--- src/rtl/sr_excite_pkg.sv ---
// ---------------------------------------------------------------------------
// sr_excite_pkg
//  Shared definitions for the SR-based flop banks:
//   - SR input codes {S,R} as seen by one storage bit.
//   - Per-bit excitation functions that map JK, D and T inputs (plus the current
//     bit state where needed) onto an {S,R} pair.
//  No excitation function can produce S=R=1: each pair of terms is gated by Q and ~Q,
//  or by D and ~D, so the two terms never share a true condition.
// ---------------------------------------------------------------------------
package sr_excite_pkg;

   localparam logic [1:0] SR_HOLD = 2'b00;
   localparam logic [1:0] SR_RST  = 2'b01;
   localparam logic [1:0] SR_SET  = 2'b10;
   localparam logic [1:0] SR_ILL  = 2'b11;

   // JK: set only when currently 0, reset only when currently 1, so J=K=1 toggles.
   function automatic logic [1:0] jk2sr(input logic j, input logic k, input logic q);
      return {j & ~q, k & q};
   endfunction

   // D: always either set or reset, the cell simply follows D.
   function automatic logic [1:0] d2sr(input logic d);
      return {d, ~d};
   endfunction

   // T: drive the cell to the opposite of its current value when T=1.
   function automatic logic [1:0] t2sr(input logic t, input logic q);
      return {t & ~q, t & q};
   endfunction

endpackage

--- src/rtl/sr_cell.sv ---
// ---------------------------------------------------------------------------
// sr_cell
//  A WIDTH-bit bank of clocked SR storage bits.
//  Per bit {S,R}: 00 hold, 01 clear, 10 set, 11 hold (illegal, reported on ill_o).
//  Ports:
//   clk_i    rising-edge clock
//   reset_i  synchronous active-high reset, clears the bank
//   s_i      per-bit set inputs
//   r_i      per-bit reset inputs
//   q_o      registered bank state
//   ill_o    combinational s_i & r_i, marks bits currently seeing S=R=1
// ---------------------------------------------------------------------------
module sr_cell
   import sr_excite_pkg::*;
#(
   parameter int WIDTH = 4
) (
   input  logic             clk_i,
   input  logic             reset_i,
   input  logic [WIDTH-1:0] s_i,
   input  logic [WIDTH-1:0] r_i,
   output logic [WIDTH-1:0] q_o,
   output logic [WIDTH-1:0] ill_o
);

   logic [WIDTH-1:0] q_q;
   logic [WIDTH-1:0] q_d;

   // Per-bit SR next-state decode.
   always_comb begin
      q_d = q_q;
      for (int i = 0; i < WIDTH; i++) begin
         case ({s_i[i], r_i[i]})
            SR_HOLD: q_d[i] = q_q[i];
            SR_RST:  q_d[i] = 1'b0;
            SR_SET:  q_d[i] = 1'b1;
            SR_ILL:  q_d[i] = q_q[i];
            default: q_d[i] = q_q[i];
         endcase
      end
   end

   // Bank state register.
   always_ff @(posedge clk_i) begin
      if (reset_i) begin
         q_q <= {WIDTH{1'b0}};
      end else begin
         q_q <= q_d;
      end
   end

   assign q_o   = q_q;
   assign ill_o = s_i & r_i;

endmodule

--- src/rtl/sr_core_flop_bank.sv ---
// ---------------------------------------------------------------------------
// sr_core_flop_bank
//  Four WIDTH-bit flop banks built on the common sr_cell storage bank:
//  JK, D and T banks driven through excitation logic, plus one raw SR bank.
//  The raw SR bank is monitored for S=R=1 (sticky per-bit flags and a saturating
//  event counter); the converted banks are monitored for any internal S=R=1,
//  which correct excitation logic never produces.
//  Ports:
//   clk_i           rising-edge clock
//   reset_i         synchronous active-high reset, highest priority
//   j_i, k_i        JK bank inputs
//   d_i             D bank inputs
//   t_i             T bank inputs
//   s_i, r_i        raw SR bank inputs
//   clr_err_i       synchronous clear of counter and sticky flags (not of q_*)
//   q_jk_o .. q_sr_o  bank states
//   illegal_bits_o  sticky per-bit OR of s_i & r_i
//   illegal_cnt_o   cycles with any raw S=R=1, saturating at all-ones
//   conv_err_o      sticky, any converted bank drove S=R=1
// ---------------------------------------------------------------------------
module sr_core_flop_bank
   import sr_excite_pkg::*;
#(
   parameter int WIDTH = 4,
   parameter int CNT_W = 8
) (
   input  logic             clk_i,
   input  logic             reset_i,
   input  logic [WIDTH-1:0] j_i,
   input  logic [WIDTH-1:0] k_i,
   input  logic [WIDTH-1:0] d_i,
   input  logic [WIDTH-1:0] t_i,
   input  logic [WIDTH-1:0] s_i,
   input  logic [WIDTH-1:0] r_i,
   input  logic             clr_err_i,
   output logic [WIDTH-1:0] q_jk_o,
   output logic [WIDTH-1:0] q_d_o,
   output logic [WIDTH-1:0] q_t_o,
   output logic [WIDTH-1:0] q_sr_o,
   output logic [WIDTH-1:0] illegal_bits_o,
   output logic [CNT_W-1:0] illegal_cnt_o,
   output logic             conv_err_o
);

   localparam logic [CNT_W-1:0] CNT_MAX = {CNT_W{1'b1}};
   localparam logic [CNT_W-1:0] CNT_ONE = {{(CNT_W-1){1'b0}}, 1'b1};

   // Excitation signals for each converted bank.
   logic [WIDTH-1:0] s_jk_s, r_jk_s;
   logic [WIDTH-1:0] s_d_s,  r_d_s;
   logic [WIDTH-1:0] s_t_s,  r_t_s;

   // Current bank states and illegal-input markers from the cells.
   logic [WIDTH-1:0] q_jk_s, q_d_s, q_t_s, q_sr_s;
   logic [WIDTH-1:0] ill_jk_s, ill_d_s, ill_t_s, ill_sr_s;

   logic             conv_evt_s;
   logic             sr_evt_s;

   logic [WIDTH-1:0] illegal_bits_q, illegal_bits_d;
   logic [CNT_W-1:0] illegal_cnt_q,  illegal_cnt_d;
   logic             conv_err_q,     conv_err_d;

   // Per-bit excitation for the JK, D and T banks from their own current state.
   always_comb begin
      s_jk_s = {WIDTH{1'b0}};
      r_jk_s = {WIDTH{1'b0}};
      s_d_s  = {WIDTH{1'b0}};
      r_d_s  = {WIDTH{1'b0}};
      s_t_s  = {WIDTH{1'b0}};
      r_t_s  = {WIDTH{1'b0}};
      for (int i = 0; i < WIDTH; i++) begin
         {s_jk_s[i], r_jk_s[i]} = jk2sr(j_i[i], k_i[i], q_jk_s[i]);
         {s_d_s[i],  r_d_s[i]}  = d2sr(d_i[i]);
         {s_t_s[i],  r_t_s[i]}  = t2sr(t_i[i], q_t_s[i]);
      end
   end

   sr_cell #(.WIDTH(WIDTH)) u_cell_jk (
      .clk_i(clk_i), .reset_i(reset_i), .s_i(s_jk_s), .r_i(r_jk_s),
      .q_o(q_jk_s), .ill_o(ill_jk_s)
   );

   sr_cell #(.WIDTH(WIDTH)) u_cell_d (
      .clk_i(clk_i), .reset_i(reset_i), .s_i(s_d_s), .r_i(r_d_s),
      .q_o(q_d_s), .ill_o(ill_d_s)
   );

   sr_cell #(.WIDTH(WIDTH)) u_cell_t (
      .clk_i(clk_i), .reset_i(reset_i), .s_i(s_t_s), .r_i(r_t_s),
      .q_o(q_t_s), .ill_o(ill_t_s)
   );

   // Raw bank: s_i / r_i pass straight through to the cell.
   sr_cell #(.WIDTH(WIDTH)) u_cell_sr (
      .clk_i(clk_i), .reset_i(reset_i), .s_i(s_i), .r_i(r_i),
      .q_o(q_sr_s), .ill_o(ill_sr_s)
   );

   assign conv_evt_s = |(ill_jk_s | ill_d_s | ill_t_s);
   assign sr_evt_s   = |ill_sr_s;

   // Flag next-state: clear (if requested) is applied first, then this cycle's events
   // are recorded on top, so a simultaneous event is never lost.
   always_comb begin
      illegal_bits_d = illegal_bits_q;
      illegal_cnt_d  = illegal_cnt_q;
      conv_err_d     = conv_err_q;
      if (clr_err_i) begin
         illegal_bits_d = {WIDTH{1'b0}};
         illegal_cnt_d  = {CNT_W{1'b0}};
         conv_err_d     = 1'b0;
      end else begin
         illegal_bits_d = illegal_bits_q;
         illegal_cnt_d  = illegal_cnt_q;
         conv_err_d     = conv_err_q;
      end
      illegal_bits_d = illegal_bits_d | ill_sr_s;
      conv_err_d     = conv_err_d | conv_evt_s;
      // Counter sticks at all-ones instead of wrapping.
      if (sr_evt_s && (illegal_cnt_d != CNT_MAX)) begin
         illegal_cnt_d = illegal_cnt_d + CNT_ONE;
      end else begin
         illegal_cnt_d = illegal_cnt_d;
      end
   end

   // Sticky flag and counter registers.
   always_ff @(posedge clk_i) begin
      if (reset_i) begin
         illegal_bits_q <= {WIDTH{1'b0}};
         illegal_cnt_q  <= {CNT_W{1'b0}};
         conv_err_q     <= 1'b0;
      end else begin
         illegal_bits_q <= illegal_bits_d;
         illegal_cnt_q  <= illegal_cnt_d;
         conv_err_q     <= conv_err_d;
      end
   end

   assign q_jk_o         = q_jk_s;
   assign q_d_o          = q_d_s;
   assign q_t_o          = q_t_s;
   assign q_sr_o         = q_sr_s;
   assign illegal_bits_o = illegal_bits_q;
   assign illegal_cnt_o  = illegal_cnt_q;
   assign conv_err_o     = conv_err_q;

endmodule

--- config.mk ---
export PLATFORM = sky130hd
export DESIGN_NAME = sr_core_flop_bank
export DESIGN_NICKNAME = d
export VERILOG_FILES = /design/src/rtl/sr_excite_pkg.sv /design/src/rtl/sr_cell.sv /design/src/rtl/sr_core_flop_bank.sv
export SDC_FILE = /design/constraint.sdc
export NUM_CORES = 1
export LEC_CHECK = 0
export BUFFER_PORTS_ARGS = -buffer_cell sky130_fd_sc_hd__buf_4
export CAP_MARGIN = 10
export CORE_MARGIN = 5
export CORE_UTILIZATION = 54
export DETAILED_ROUTE_END_ITERATION = 8
export PLACE_DENSITY = 0.92
export SYNTH_ARGS = -nofsm -noshare
export SYNTH_HDL_FRONTEND = slang
export SYNTH_HIERARCHICAL = 1
export SYNTH_SLANG_ARGS = --single-unit
--- constraint.sdc ---
create_clock -name clk_i -period 4.2 [get_ports clk_i]
set_input_delay 0.84 -clock clk_i [delete_from_list [all_inputs] [get_ports clk_i]]
set_output_delay 0.84 -clock clk_i [all_outputs]
set_load 0.03 [all_outputs]
==> results of run 1 <==
-- per-stage QoR --
step | setup slack [ns] | cell area [µm²] | instances | utilization [%] | hold slack (ns)
final | 2.257 | 2248 | 285 | 74.26 | 0.5049
after global routing | 2.216 | 2248 | 285 | 74.26 | 0.5378
after CTS | 2.269 | 2248 | 285 | 74.26 | 0.5116
after detailed placement | 1.914 | 2163 | 277 | 71.45 | 0.4863
after global placement | 1.958 | 2163 | 277 | 71.45 | 0.4723
after floorplan | 2.120 | 1699 | 179 | - | 0.6148
-- registers in the layout, summed over array words and instances, names as in the netlist --
| name | count |
|---|---|
| u_cell_d/q_o | 4 |
| illegal_cnt_o | 8 |
| u_cell_t/q_o | 4 |
| illegal_bits_o | 4 |
| conv_err_o | 1 |
| u_cell_jk/q_o | 4 |
| u_cell_sr/q_o | 4 |
-- tightest hold or removal path, stage by stage, from the launching register on --
cell and delay [ns]:
dfxtp_1 0.34, a21oi_1 0.06, nor2_1 0.07
-- synthesized netlist by cell type, types with 2 or more instances --
cell type / instances / area [µm²]
ha_1: 32 / 400.4
dfxtp_1: 29 / 580.6
nor2_1: 23 / 86.33
inv_1: 21 / 78.83
mux2i_1: 16 / 160.2
and2_1: 9 / 56.30
nor2b_1: 9 / 56.30
a21oi_1: 8 / 40.04
a31oi_1: 4 / 25.02
nand2_1: 3 / 11.26
nand3_1: 2 / 10.01
nor3b_1: 2 / 15.01
nor4_1: 2 / 12.51
-- layer usage --
layer / track usage [%] / share of wire (%)
met4: 6.091 / 1.0
met3: 5.612 / 7.8
met2: 30.73 / 50
met5: 0 / 0
met1: 20.48 / 41
-- cells by family after synthesis --
| logic type | share of synthesized area [%] |
|---|---|
| AND/OR/NAND/NOR | 20.84 |
| multiplexers | 9.425 |
| flip-flops | 34.17 |
| adder cells (fa/ha/maj) | 23.56 |
| AO/OA/AOI/OAI | 7.142 |
| buffers and inverters | 4.860 |
-- layout make-up --
type | instances | area [µm²]
multi-input combinational | 128 | 1036
fill | 242 | 779.5
sequential | 29 | 580.6
timing repair buffer | 55 | 412.9
inverter | 21 | 78.83
clock buffer | 7 | 55.05
tap | 44 | 55.05
clock inverter | 1 | 30.03
-- where the power goes --
part | switching [mW] | leakage [nW] | internal, mW | total, mW
clock network | 0.0981 | 0.0455 | 0.142 | 0.240
logic | 0.0894 | 0.871 | 0.0770 | 0.166
registers | 0.0138 | 0.237 | 0.291 | 0.305
total | 0.201 | 1.15 | 0.510 | 0.711
-- worst paths after layout --
kind              slack (ns)                            to
setup / recovery        2.26   illegal_cnt_o[2]$_SDFF_PP0_
hold / removal          0.50  illegal_bits_o[0]$_SDFF_PP0_
setup reg to reg        2.67         conv_err_o$_SDFF_PP0_
hold reg to reg         0.50  illegal_bits_o[0]$_SDFF_PP0_
==> impl_results.md, run 1 <==
* Most frequent cells in the layout: buf_4, ha_1, dfxtp_1
* Final hold vios at 0
* Yosys Warn Count at 6
* Die width at 66.10 µm
* Row count at 20
* Worst slew pin tran at 0.3166 ns
* Fin crit share at 46.26%
* GRT Overall Usage at 17.78%
* Remaining global-route overflow at 0
* Element type at the critical path start: primary input
* Wire per inst at 12.72 µm
* Avg Inst Size Synth at 9.492 µm²
* Ordered cell list for the critical path: buf_4, ha_1, or4_4, and3_1, o21ai_1, a21oi_1
* Setup bufs post-CTS at 0
* Run status: finished clean
* Post-synthesis async set-or-reset flop share at 0%
* Hold Crit Class: reg -> reg
* Worst r2r src: u_cell_t/q_o[0]$_SDFFE_PP0N_
* Syn Std Cell Area at 1699 µm²
* Critical Path Start: s_i[3]
* Setup TNS at 0 ns
* Clock Skew at 0.003957 ns
* PwrDens at 316.4 nW/µm²
* CP bufs+invs at 1
* Post-synth cell types at 32
* Vias in the first global route at 1359
* Drt via density at 4.975
* Post-CTS Hold Fix Bufs at 0
* PostCTS Resize Cnt at 0
* Fin. max-slew vios at 0
* Worst Path Required at 4.42 ns
* Drt initial violations at 114
* Die area at 4369 µm²
* Root Buffer: clkbuf_4
* Fmax at 514.7 MHz
* Vias at 1418
* Antenna-violating nets left at 0
* P_leak at 1.154 nW
* Worst skew pair latency at 0.32 ns
* NumNets Final at 299
* CP delay by family, top: simple AND/OR/NAND/NOR gates
* Slew HR at 78.74%
* Fin crit period at 1.943 ns
* First-pass GRT wire length at 5.927 mm
* Global placement routability congestion at 0.8607
* Seq/Total Area, Yosys at 34.17%
* Drt drc at 0
* Hold depth at 2
* Area delta synth->final at 32.33%
* Crit-path max FO at 4
* Final HPWL DP at 2.872 mm
* Net count after synthesis at 238
* Synthesized instance count at 179
* Core ar. at 3028 µm²
* TritonCTS clock tree: done
* Clk sinks at 29
* Die H at 66.10 µm
* Crit-path max cell delay at 0.59 ns
* Cell depth of the worst setup path at 6
* Commonest non-fill, non-tap cell in the layout: buf_4
* Final WL at 3.625 mm
* Largest net degree at the start of global routing at 28
* Max_cap viols at 0
* RSZ-0062 raised after global routing: no
* TritonCTS buffer count at 5
* Peak supply drop at 0.2217 mV
* Worst setup EP type: flop
* Pre-antenna DRT Iters at 4
* Arr. time, crit path at 2.17 ns
* Port Buf Inserts at 55
* Setup-failing EPs final at 0
* Share of layout cells above drive strength 1 at 28.22%
* Clock slew at reported path FFs at 0.10 ns
* Starting Density at 56.12%
* Primary FF master, synth: dfxtp_1
* Critical path type: in -> reg
* EDFF count, synth at 0
* Initial antenna violation count at 0
* Total power at 711.3 µW
* Critical path's slowest cell: or4_4
* Max clock buf depth at 2
* H-Tree Level Count at 2
* Reg2reg path depth at 5
* Hold Startpoint: illegal_bits_o[0]$_SDFF_PP0_
* ANT cells at 0
* Synthesis-stage register bit count at 29
* Ports at 56
No activity file was read; power rests on OpenSTA's default activity.
==> run 2: changes to the inputs <==
--- a/config.mk
+++ b/config.mk
@@ -8,9 +8,9 @@
 export BUFFER_PORTS_ARGS = -buffer_cell sky130_fd_sc_hd__buf_4
 export CAP_MARGIN = 10
 export CORE_MARGIN = 5
-export CORE_UTILIZATION = 54
+export CORE_UTILIZATION = 45
 export DETAILED_ROUTE_END_ITERATION = 8
-export PLACE_DENSITY = 0.92
+export PLACE_DENSITY = 0.82
 export SYNTH_ARGS = -nofsm -noshare
 export SYNTH_HDL_FRONTEND = slang
 export SYNTH_HIERARCHICAL = 1
==> constraint.sdc (replaced) <==
create_clock -name clk_i -period 1.7 [get_ports clk_i]
set_input_delay 0.34 -clock clk_i [delete_from_list [all_inputs] [get_ports clk_i]]
set_output_delay 0.34 -clock clk_i [all_outputs]
set_load 0.03 [all_outputs]
==> run 2 against run 1 <==
Compared with the run above: die area grew 17%; design area grew 1.1%; critical path depth shrank 1; global-route usage shrank 3.4 points; sequential share of layout area shrank 0.28 points; routed wire length shrank 4.7%.
==> impl_results.md, run 2 (synthesis results as in run 1) <==
* Row count at 22
* Crit-path max FO at 4
* Crit path to: conv_err_o$_SDFF_PP0_
* Core ar. at 3661 µm²
* Vias in the first global route at 1417
* TritonCTS clock tree: done
* Initial antenna violation count at 0
* Drt drc at 0
* WHS at 0.2821 ns
* Seq. cell area at 580.6 µm²
* Fmax at 654.9 MHz
* Largest net degree at the start of global routing at 28
* Run status: finished clean
* PwrDens at 749.5 nW/µm²
* Starting Density at 46.41%
* Largest register FFs at 8
* Clock slew at reported path FFs at 0.06 ns
* Reg2reg setup slack at 0.17 ns
* Clock Skew at 0.005223 ns
* Hold Crit Class: in -> reg
* FF-to-FF End: conv_err_o$_SDFF_PP0_
* Worst Path Required at 1.85 ns
* Max clock buf depth at 2
* Vias at 1427
* Final WL at 3.455 mm
* Share of layout cells above drive strength 1 at 29.10%
* Critical path type: reg -> reg
* Die H at 71.45 µm
* Clk sinks at 29
* Element type at the critical path start: flop
* Worst skew pair latency at 0.28 ns
* P_leak at 1.168 nW
* Fin crit period at 1.527 ns
* ANT cells at 0
* Peak supply drop at 0.4790 mV
* Area delta synth->final at 33.80%
* Drt via density at 4.887
* Layout filler cell count at 323
* Wire per inst at 11.83 µm
* Reg2reg path depth at 5
* GRT Overall Usage at 14.42%
* Remaining global-route overflow at 0
* NumNets Final at 302
* Die area at 5104 µm²
* Drt initial violations at 92
* Total power at 1.704 mW
* Worst setup EP type: flop
* H-Tree Level Count at 2
* TritonCTS buffer count at 5
* Global placement routability congestion at 0.7562
* Worst r2r src: u_cell_t/q_o[0]$_SDFFE_PP0N_
* Hold Startpoint: clr_err_i
* First-pass GRT wire length at 5.968 mm
* Fin. max-slew vios at 0
* Commonest non-fill, non-tap cell in the layout: buf_4
* Final hold vios at 0
* Max_cap viols at 0
* Root Buffer: clkbuf_8
* Die width at 71.45 µm
* Ports at 56
* Pre-antenna DRT Iters at 4
* Slew HR at 79.49%
* PostCTS Resize Cnt at 0
* Final HPWL DP at 2.756 mm
* Port Buf Inserts at 55
* Critical Path Start: u_cell_t/q_o[0]$_SDFFE_PP0N_
* Fin crit share at 89.82%
* Setup-failing EPs final at 0
* Antenna-violating nets left at 0
* Area of the multi-input gates at 1036 µm²
* Post-CTS Hold Fix Bufs at 0
* Most frequent cells in the layout: buf_4, ha_1, dfxtp_1
* RSZ-0062 raised after global routing: no
* Worst slew pin tran at 0.3069 ns
* Setup bufs post-CTS at 0
* Arr. time, crit path at 1.67 ns
-- run 2: cell types whose count changed in the layout (fill, tap and decap cells not counted) --
cell / change
clkinv_2: +2
clkbuf_4: -5
clkbuf_8: +4
buf_4: +3
bufinv_16: -1
-- run 2: worst min-delay path by stage --
stage | to | depth (start not counted)
floorplan | illegal_cnt_o[1]$_SDFF_PP0_ | 1
global placement | illegal_bits_o[0]$_SDFF_PP0_ | 2
detailed placement | illegal_bits_o[0]$_SDFF_PP0_ | 2
CTS | illegal_cnt_o[1]$_SDFF_PP0_ | 2
global route | illegal_cnt_o[1]$_SDFF_PP0_ | 2
finish | illegal_cnt_o[1]$_SDFF_PP0_ | 2
-- run 2: metal layers --
metal	wire, µm	global-route usage (%)
met1	1510	17.38
met2	1589	23.06
met3	314	6.171
met4	40	4.802
met5	0	0
-- run 2: power breakdown --
group / leakage [nW] / switching, mW / internal, mW / total (mW)
clock: 0.0450 / 0.258 / 0.283 / 0.541
combinational: 0.886 / 0.217 / 0.194 / 0.411
sequential: 0.237 / 0.0324 / 0.720 / 0.752
-- run 2: cell type report --
class | count | share of cell area [%]
Sequential cell | 29 | 25.54
Clock buffer | 6 | 3.192
Tap cell | 48 | 2.642
Clock inverter | 2 | 0.4403
Inverter | 21 | 3.467
Timing Repair Buffer | 58 | 19.15
Multi-Input combinational cell | 128 | 45.57
-- run 2: per-stage QoR --
stage          worst slack, ns  utilization (%)  setup TNS, ns  instances  area (µm²)
2_1_floorplan          0.06705                -              0        179        1699
3_3_place_gp          -0.04814            59.84       -0.04814        284        2191
3_5_place_dp          -0.04882            59.84       -0.06436        284        2191
4_1_cts                 0.1546            62.10              0        292        2273
5_1_grt                0.07536            62.10              0        292        2273
6_report                0.1731            62.10              0        292        2273
-- run 2: critical path, cell delays in order (launching register included) --
cell and delay, ns:
dfxtp_1 0.33, and2_1 0.17, ha_1 0.18, or4_1 0.51
a21oi_1 0.13, a31oi_1 0.09
